File: src/rtl/pt_tx_sequencer_pkg.sv
// rtl/pt_tx_sequencer_pkg.sv - shared widths, defaults and FSM state type for the PT2262 tx sequencer
package pt_tx_sequencer_pkg;

    localparam int PT_PAYLOAD_W      = 24;
    localparam int PT_DEFAULT_REPEAT = 16;

    typedef enum logic [1:0] {
        IDLE = 2'd0,
        LOAD = 2'd1,
        RUN  = 2'd2,
        GAP  = 2'd3
    } pt_state_e;

endpackage

File: src/rtl/pt_payload_slot.sv
// rtl/pt_payload_slot.sv - one-entry pending payload register with drop-on-full overflow pulse
module pt_payload_slot
    import pt_tx_sequencer_pkg::*;
(
    input  logic                    clk,
    input  logic                    reset,
    input  logic                    push,
    input  logic [PT_PAYLOAD_W-1:0] din,
    input  logic                    pop,
    output logic [PT_PAYLOAD_W-1:0] dout,
    output logic                    valid,
    output logic                    overflow
);

    logic [PT_PAYLOAD_W-1:0] data_q, data_d;
    logic                    valid_q, valid_d;
    logic                    ovf_q, ovf_d;

    // A pop in the same cycle frees the entry, so a simultaneous push is accepted.
    always_comb begin
        data_d  = data_q;
        valid_d = valid_q;
        ovf_d   = 1'b0;
        if (pop) begin
            valid_d = 1'b0;
        end
        if (push) begin
            if (!valid_q || pop) begin
                data_d  = din;
                valid_d = 1'b1;
            end else begin
                ovf_d = 1'b1;
            end
        end
    end

    always_ff @(posedge clk or posedge reset) begin
        if (reset) begin
            data_q  <= '0;
            valid_q <= 1'b0;
            ovf_q   <= 1'b0;
        end else begin
            data_q  <= data_d;
            valid_q <= valid_d;
            ovf_q   <= ovf_d;
        end
    end

    assign dout     = data_q;
    assign valid    = valid_q;
    assign overflow = ovf_q;

endmodule

File: src/rtl/pt_tx_sequencer.sv
// rtl/pt_tx_sequencer.sv - repeats each 24-bit payload as REPEAT_COUNT pt_enc frames with optional idle gap
module pt_tx_sequencer
    import pt_tx_sequencer_pkg::*;
#(
    parameter int REPEAT_COUNT = PT_DEFAULT_REPEAT,
    parameter int GAP_CYCLES   = 0
) (
    input  logic                    clk,
    input  logic                    reset,
    input  logic                    pl_valid,
    input  logic [PT_PAYLOAD_W-1:0] pl_data,
    output logic                    rx_ready,
    output logic                    enc_ld,
    output logic [PT_PAYLOAD_W-1:0] enc_ad,
    input  logic                    enc_done,
    output logic                    busy,
    output logic                    overflow
);

    localparam int REP_W = $clog2(REPEAT_COUNT + 1);
    localparam int GAP_W = (GAP_CYCLES > 0) ? $clog2(GAP_CYCLES + 1) : 1;
    localparam logic [REP_W-1:0] REP_MAX  = REP_W'(REPEAT_COUNT);
    localparam logic [GAP_W-1:0] GAP_INIT = GAP_W'((GAP_CYCLES > 0) ? GAP_CYCLES - 1 : 0);

    pt_state_e               state_q, state_d;
    logic                    ld_q, ld_d;
    logic [PT_PAYLOAD_W-1:0] ad_q, ad_d;
    logic [REP_W-1:0]        rep_q, rep_d, rep_inc;
    logic [GAP_W-1:0]        gap_q, gap_d;
    logic                    pop;
    logic                    pend_v;
    logic [PT_PAYLOAD_W-1:0] pend_data;

    pt_payload_slot u_slot (
        .clk      (clk),
        .reset    (reset),
        .push     (pl_valid),
        .din      (pl_data),
        .pop      (pop),
        .dout     (pend_data),
        .valid    (pend_v),
        .overflow (overflow)
    );

    assign rep_inc = rep_q + REP_W'(1);

    always_comb begin
        state_d = state_q;
        ld_d    = 1'b0;
        ad_d    = ad_q;
        rep_d   = rep_q;
        gap_d   = gap_q;
        pop     = 1'b0;
        case (state_q)
            IDLE: begin
                // Wait for the encoder too, so a frame still running across a reset is not clobbered.
                if (pend_v && enc_done) begin
                    pop     = 1'b1;
                    ad_d    = pend_data;
                    rep_d   = '0;
                    ld_d    = 1'b1;
                    state_d = LOAD;
                end
            end
            LOAD: begin
                if (enc_done) begin
                    ld_d = 1'b1;
                end else begin
                    state_d = RUN;
                end
            end
            RUN: begin
                if (enc_done) begin
                    rep_d = rep_inc;
                    if (GAP_CYCLES > 0) begin
                        gap_d   = GAP_INIT;
                        state_d = GAP;
                    end else if (rep_inc == REP_MAX) begin
                        state_d = IDLE;
                    end else begin
                        ld_d    = 1'b1;
                        state_d = LOAD;
                    end
                end
            end
            GAP: begin
                if (gap_q == '0) begin
                    if (rep_q < REP_MAX) begin
                        ld_d    = 1'b1;
                        state_d = LOAD;
                    end else begin
                        state_d = IDLE;
                    end
                end else begin
                    gap_d = gap_q - GAP_W'(1);
                end
            end
            default: state_d = IDLE;
        endcase
    end

    always_ff @(posedge clk or posedge reset) begin
        if (reset) begin
            state_q <= IDLE;
            ld_q    <= 1'b0;
            ad_q    <= '0;
            rep_q   <= '0;
            gap_q   <= '0;
        end else begin
            state_q <= state_d;
            ld_q    <= ld_d;
            ad_q    <= ad_d;
            rep_q   <= rep_d;
            gap_q   <= gap_d;
        end
    end

    assign rx_ready = !pend_v;
    assign enc_ld   = ld_q;
    assign enc_ad   = ad_q;
    assign busy     = (state_q != IDLE);

endmodule

File: config.mk
export PLATFORM = sky130hd
export DESIGN_NAME = pt_tx_sequencer
export DESIGN_NICKNAME = d
export VERILOG_FILES = /design/src/rtl/pt_tx_sequencer_pkg.sv /design/src/rtl/pt_payload_slot.sv /design/src/rtl/pt_tx_sequencer.sv
export SDC_FILE = /design/constraint.sdc
export NUM_CORES = 1
export LEC_CHECK = 0
export ABC_AREA = 1
export BUFFER_PORTS_ARGS = -buffer_cell sky130_fd_sc_hd__buf_2
export CELL_PAD_IN_SITES_DETAIL_PLACEMENT = 0
export CELL_PAD_IN_SITES_GLOBAL_PLACEMENT = 2
export CORE_MARGIN = 2
export CORE_UTILIZATION = 34
export CTS_BUF_LIST = sky130_fd_sc_hd__clkbuf_8
export DETAILED_ROUTE_END_ITERATION = 12
export MAX_ROUTING_LAYER = met4
export PLACE_DENSITY_LB_ADDON = 0.25
export SYNTH_ARGS = -nofsm -noshare
export SYNTH_HDL_FRONTEND = slang
export SYNTH_SLANG_ARGS = --single-unit
File: constraint.sdc
create_clock -name clk -period 2.25 [get_ports clk]
set_input_delay 0.225 -clock clk [delete_from_list [all_inputs] [get_ports clk]]
set_output_delay 0.225 -clock clk [all_outputs]
set_load 0.02 [all_outputs]
==> impl_metrics.tcl, run 1 <==
set metrics [dict create \
    cts_max_level 3 \
    setup_violations 0 \
    ys_seq_elements 58 \
    final.period_utilization_pct 66.3 \
    multi_input_area_um2 708 \
    combPwrFrac_pct 36.0 \
    syn-num-nets 267 \
    fin_nets 326 \
    die-area_um2 7610 \
    drcViolationCount 0 \
    crit_arrival_ns 1.75 \
    first_global_vias 1693 \
    hpwl_mm 2.80 \
    power_density_nw_per_um2 1440 \
    ant_nets 0 \
    drtIter0Drc 106 \
    async_flop_share_pct 100 \
    clk_pin_slew_worst_paths_ns 0.06 \
    cts-buffers-inserted 9 \
    max_cap_violations 0 \
    rsz0062_at_grt "no" \
    area_delta_synth_final_pct 23.1 \
    post-route-min-period_ns 1.49 \
    synth.cell_area_um2 2350 \
    placed_cells_incl_taps 365 \
    synth.most_common_cell "dfrtp_1" \
    rows 30 \
    finalInstanceArea_um2 2900 \
    die_w_um 87.2 \
    synth_edf_count 0 \
    critPathTopFamily "buffers and inverters" \
    power.share.switching_pct 37.9 \
    cpPeakStageDelay_ns 0.49 \
    drtPass1Iterations 4 \
    synth_cells 238 \
    postSynthAreaPerCell_um2 9.89 \
    grt_max_degree 59 \
    clockBufferDepth 2 \
    slew_headroom_pct 59.4 \
    cpMaxStageDelayCell "buf_4" \
    diodes 0 \
    p_int_mw 2.60 \
    cpMostUsedCell "nand2_2" \
    cp.required_ns 2.51 \
    total_power_mw 4.18 \
    p_clk_share_pct 22.5 \
    final_cells 380 \
    slew_violations 0 \
    start_util_pct 34.9 \
    outcome "finished clean" \
    die_h_um 87.2 \
    skew_ns 0.00609 \
    hold_viol_final 0 \
    power.leakage_nw 1.52 \
    yosys_most_used_dff "dfrtp_1" \
    cp_cell_sequence "nor2_4, nand3_4, nand2_2, nand2_2, buf_4, nor2_1, a21oi_2" \
    placed_area_um2 2700 \
    switchingPower_mw 1.58 \
    yosysTopAreaCell "dfrtp_1" \
    clock_latency_ns 0.33 \
    max_freq_mhz 670 \
    ys_top_cells_by_area "dfrtp_1 (62%), a21oi_2 (7.4%), o21ai_0 (6.0%), nand2_1 (5.6%), inv_1 (5.4%)" \
    via_per_inst 4.49 \
    finalSetupTns_ns 0 \
    endpoint_kind "register" \
    crit_fanout 48 \
    startpoint_type "register" \
    drive_above_1_share_pct 32.3 \
    fillCellCount 699 \
    routedWlPerCell_um 11.9 \
    io_pins 56 \
    grt_antenna_before_repair 0 \
    worstMarginPinSlew_ns 0.608 \
    cts_root_buffer "clkbuf_8" \
    yosys.area.top_type_share_pct 61.6 \
    ys_types 20 \
    critical_path_buf_inv_count 1 \
    hold_path_class "primary input to register" \
    grt_pass1_wl_mm 7.73 \
    seq_area_frac_synth_pct 61.6 \
    critical_path_class "register to register" \
    coreArea_um2 6760 \
    synthTopCellsByCount "dfrtp_1 (58), nand2_1 (35), inv_1 (34), o21ai_0 (28), nor2_1 (27)" \
    routabilityCongestion 0.723 \
    globalRouteTotalUtil_pct 14.0 \
    clock_sinks 58 \
    vdd_drop_max_v 0.000499 \
    io_buffers 55 \
    p_seq_share_pct 41.5 \
    cts_tree "yes" \
    seq_area_um2 1450 \
    num_vias 1707 \
    overflow 0 \
    wl_mm 4.51 \
    ys.warnings.count 0 \
    utilization_pct 42.9 \
]
per-layer routing:
metal,global-route usage (%),vias to the layer above,share of wire (%)
met3,3.60,10,5.0
li1,-,867,-
met5,-,-,0
met2,20.4,33,45
met1,17.2,797,48
met4,8.81,0,2.0
through the flow:
| step | setup WS, ns | hold slack, ns |
|---|---|---|
| after floorplan | 0.597 | 0.336 |
| after global placement | 0.790 | 0.315 |
| after detailed placement | 0.737 | 0.316 |
| after CTS | 0.727 | 0.111 |
| after global routing | 0.576 | 0.117 |
| final | 0.758 | 0.129 |
final timing paths:
path                        startpoint               to  slack (ns)  depth (start not counted)
max                         state_q[0]  u_slot.dout[14]        0.76                          7
min                        pl_data[17]  u_slot.dout[17]        0.13                          3
max reg2reg                 state_q[0]  u_slot.dout[14]        0.76                          7
min reg2reg                 enc_ad[23]       enc_ad[23]        0.48                          2
max in group asynchronous        reset   u_slot.dout[9]        1.49                          4
min in group asynchronous        reset       enc_ad[15]        0.50                          4
what timing repair did:
item | CTS | global route
endpoints found under the hold margin | 58 | 0
hold buffers | 1 | 0
resized for setup | 0 | 0
setup buffers | 0 | 0
layout make-up:
cell class | count | area share, %
clock buffers | 11 | 5.22
repair buffers | 59 | 11.0
well taps | 80 | 3.45
inverters | 34 | 4.40
multi-input cells | 135 | 24.4
clock inverters | 3 | 1.38
flip-flops and latches | 58 | 50.1
state kept, by name, summed over array words and instances (netlist names):
name and flops:
u_slot.overflow 1, enc_ad 24, state_q 2, rep_q 5, u_slot.valid 1, enc_ld 1, u_slot.dout 24
layout by cell type (no fill, tap or decap):
cell type      count
dlygate4sd3_1      1
nand3_1           12
inv_2              1
a21oi_2           20
nand3_4            1
o31ai_1            1
inv_1             33
nand2_1           35
nand4_1            2
a21oi_1            4
ha_1               1
clkinv_2           2
bufinv_16          1
clkbuf_8          11
buf_2             55
o22ai_1            1
o21ai_0           28
nor2_1            27
nand2_2            2
dfrtp_1           58
buf_12             1
buf_4              2
nor2_4             1
kinds of logic (layout without fill, tap and decap cells):
family	after synthesis	after routing	synth area share, %
fa+ha+maj	1	1	0.531
simple gates	80	80	14.7
compound gates	54	54	14.8
buf+inv	45	107	8.29
flops	58	58	61.6
power by group through the flow:
stage,Combinational (mW),Sequential (mW),Clock (mW)
final,1.51,1.74,0.939
after global routing,1.72,1.80,1.02
after CTS,1.55,1.74,0.975
after detailed placement,1.54,1.76,0
after global placement,1.51,1.75,0
after floorplan,0.839,2.01,0
tightest hold or removal path: stages:
cell	delay [ns]
buf_2	0.08
nor2_1	0.04
a21oi_2	0.08
Power figures use the tool's default switching activity.
==> inputs of run 2 (changes only) <==
--- a/config.mk
+++ b/config.mk
@@ -10,7 +10,7 @@
 export CELL_PAD_IN_SITES_DETAIL_PLACEMENT = 0
 export CELL_PAD_IN_SITES_GLOBAL_PLACEMENT = 2
 export CORE_MARGIN = 2
-export CORE_UTILIZATION = 34
+export CORE_UTILIZATION = 30
 export CTS_BUF_LIST = sky130_fd_sc_hd__clkbuf_8
 export DETAILED_ROUTE_END_ITERATION = 12
 export MAX_ROUTING_LAYER = met4
==> constraint.sdc (replaced) <==
create_clock -name clk -period 1.2 [get_ports clk]
set_input_delay 0.12 -clock clk [delete_from_list [all_inputs] [get_ports clk]]
set_output_delay 0.12 -clock clk [all_outputs]
set_load 0.02 [all_outputs]
==> impl_metrics.tcl, run 2 (same netlist as run 1, synthesis figures left out) <==
set metrics [dict create \
    cts_root_buffer "clkbuf_8" \
    first_global_vias 1840 \
    final_common_cell "dfrtp_1" \
    via_per_inst 4.36 \
    worst_slack_ns -0.0708 \
    slew_violations 0 \
    skew_ns 0.00738 \
    grt_max_degree 33 \
    utilization_pct 42.2 \
    fillCellCount 776 \
    grt_antenna_before_repair 0 \
    placed_area_um2 2830 \
    vdd_drop_max_v 0.000902 \
    coreArea_um2 7650 \
    clockBufferDepth 2 \
    critPathTopFamily "simple AND/OR/NAND/NOR gates" \
    drtIter0Drc 83 \
    hpwl_mm 3.31 \
    combPwrFrac_pct 42.1 \
    startpoint_type "register" \
    die-area_um2 8570 \
    overflow 0 \
    cts-buffers-inserted 9 \
    grt_pass1_wl_mm 8.66 \
    cp.required_ns 1.42 \
    p_clk_share_pct 18.9 \
    max_cap_violations 0 \
    crit_fanout 19 \
    num_vias 1821 \
    crit_arrival_ns 1.49 \
    switchingPower_mw 3.23 \
    worstMarginPinSlew_ns 0.348 \
    rsz0062_at_grt "yes" \
    total_power_mw 8.30 \
    rows 32 \
    die_h_um 92.6 \
    io_pins 56 \
    drive_above_1_share_pct 44.0 \
    cp_cell_sequence "nor2_4, nand3_4, nand2_4, nand2_8, buf_12, nor2_2, a21oi_2" \
    power.share.switching_pct 38.9 \
    final.period_utilization_pct 106 \
    final_cell_mix "dfrtp_1 (58), buf_2 (54), inv_1 (34), nand2_1 (33), o21ai_0 (25)" \
    cts_tree "yes" \
    wl_mm 5.25 \
    p_int_mw 5.07 \
    routabilityCongestion 0.688 \
    critical_path_class "register to register" \
    setup_violations 35 \
    drcViolationCount 0 \
    p_seq_share_pct 39.1 \
    hold_path_class "primary input to register" \
    ant_nets 0 \
    multi_input_area_um2 827 \
    hold_viol_final 0 \
    io_buffers 55 \
    diodes 0 \
    cpPeakStageDelay_ns 0.41 \
    power.leakage_nw 1.63 \
    cpMaxStageDelayCell "dfrtp_1" \
    clock_latency_ns 0.33 \
    endpoint_kind "register" \
    globalRouteTotalUtil_pct 13.5 \
    die_w_um 92.6 \
    area_delta_synth_final_pct 37.0 \
    post-route-min-period_ns 1.27 \
    drtPass1Iterations 6 \
    finalInstanceArea_um2 3230 \
    critical_path_buf_inv_count 1 \
    violations "negative setup slack" \
    cts_max_level 3 \
    slew_headroom_pct 76.8 \
    clk_pin_slew_worst_paths_ns 0.07 \
    holdWs_ns 0.0194 \
    fin_nets 341 \
    routedWlPerCell_um 12.6 \
    clock_sinks 58 \
    power_density_nw_per_um2 2570 \
    outcome "finished with violations" \
    seq_area_um2 1450 \
    max_freq_mhz 787 \
    start_util_pct 30.8 \
]
run 2: cell types whose count changed in the layout (fill, tap and decap cells not counted), sizes merged:
| cell | delta |
|---|---|
| clkinv | +1 |
| bufinv | -1 |
| buf | +14 |
| clkbuf | +1 |
| clkinvlp | +1 |
run 2: path summary, 6_finish.rpt:
kind                              from              end  slack [ns]  cells past startpoint
max                         state_q[0]  u_slot.dout[10]       -0.07                      7
min                        pl_data[15]  u_slot.dout[15]        0.02                      3
max reg2reg                 state_q[0]  u_slot.dout[10]       -0.07                      7
min reg2reg                 enc_ad[18]       enc_ad[18]        0.48                      2
max in group asynchronous        reset   u_slot.dout[9]        0.43                      4
min in group asynchronous        reset       enc_ad[21]        0.31                      3
run 2: cell type report:
| type | count | share of cell area (%) |
|---|---|---|
| Tap cell | 102 | 3.96 |
| Inverter | 34 | 4.07 |
| Multi-Input combinational cell | 135 | 25.6 |
| Timing Repair Buffer | 74 | 16.1 |
| Clock inverter | 4 | 0.582 |
| Clock buffer | 11 | 4.69 |
| Sequential cell | 58 | 45.0 |
run 2: power by group through the flow:
stage	clock network [mW]	registers [mW]	logic [mW]
floorplan	0	3.77	1.57
global placement	0	3.26	3.07
detailed placement	0	3.27	3.12
CTS	1.62	3.25	3.32
global route	1.71	3.34	3.89
finish	1.57	3.24	3.49
run 2: worst register-to-register path: stages, from the launching register on:
cell     delay [ns]
dfrtp_1        0.41
nor2_4         0.15
nand3_4        0.09
nand2_4        0.10
nand2_8        0.08
buf_12         0.17
nor2_2         0.12
a21oi_2        0.04
run 2: stage by stage:
step / setup TNS (ns) / setup WS, ns / std cells
2_1_floorplan: -1.15 / -0.0573 / 238
3_3_place_gp: -0.810 / -0.0499 / 397
3_5_place_dp: -1.76 / -0.0911 / 397
4_1_cts: -1.16 / -0.0649 / 414
5_1_grt: -5.02 / -0.158 / 418
6_report: -1.34 / -0.0708 / 418
run 2: repair_timing:
action / CTS / global route
pin swaps: 1 / 2
hold buffers: 1 / 0
endpoints found under the hold margin: 11 / 0
gates cloned: 1 / 1
endpoints found under the setup margin: 31 / 56
resized for setup: 18 / 26
setup buffers: 0 / 3
run 2: metal layers:
layer  routed length (um)  track usage (%)  share of wire, %  vias up
met2                 2360             19.3                45       39
li1                     -                -                 -      900
met4                  113             7.71               2.2        0
met3                  207             2.77               3.9       13
met1                 2570             17.8                49      869
met5                    0                -                 0        -
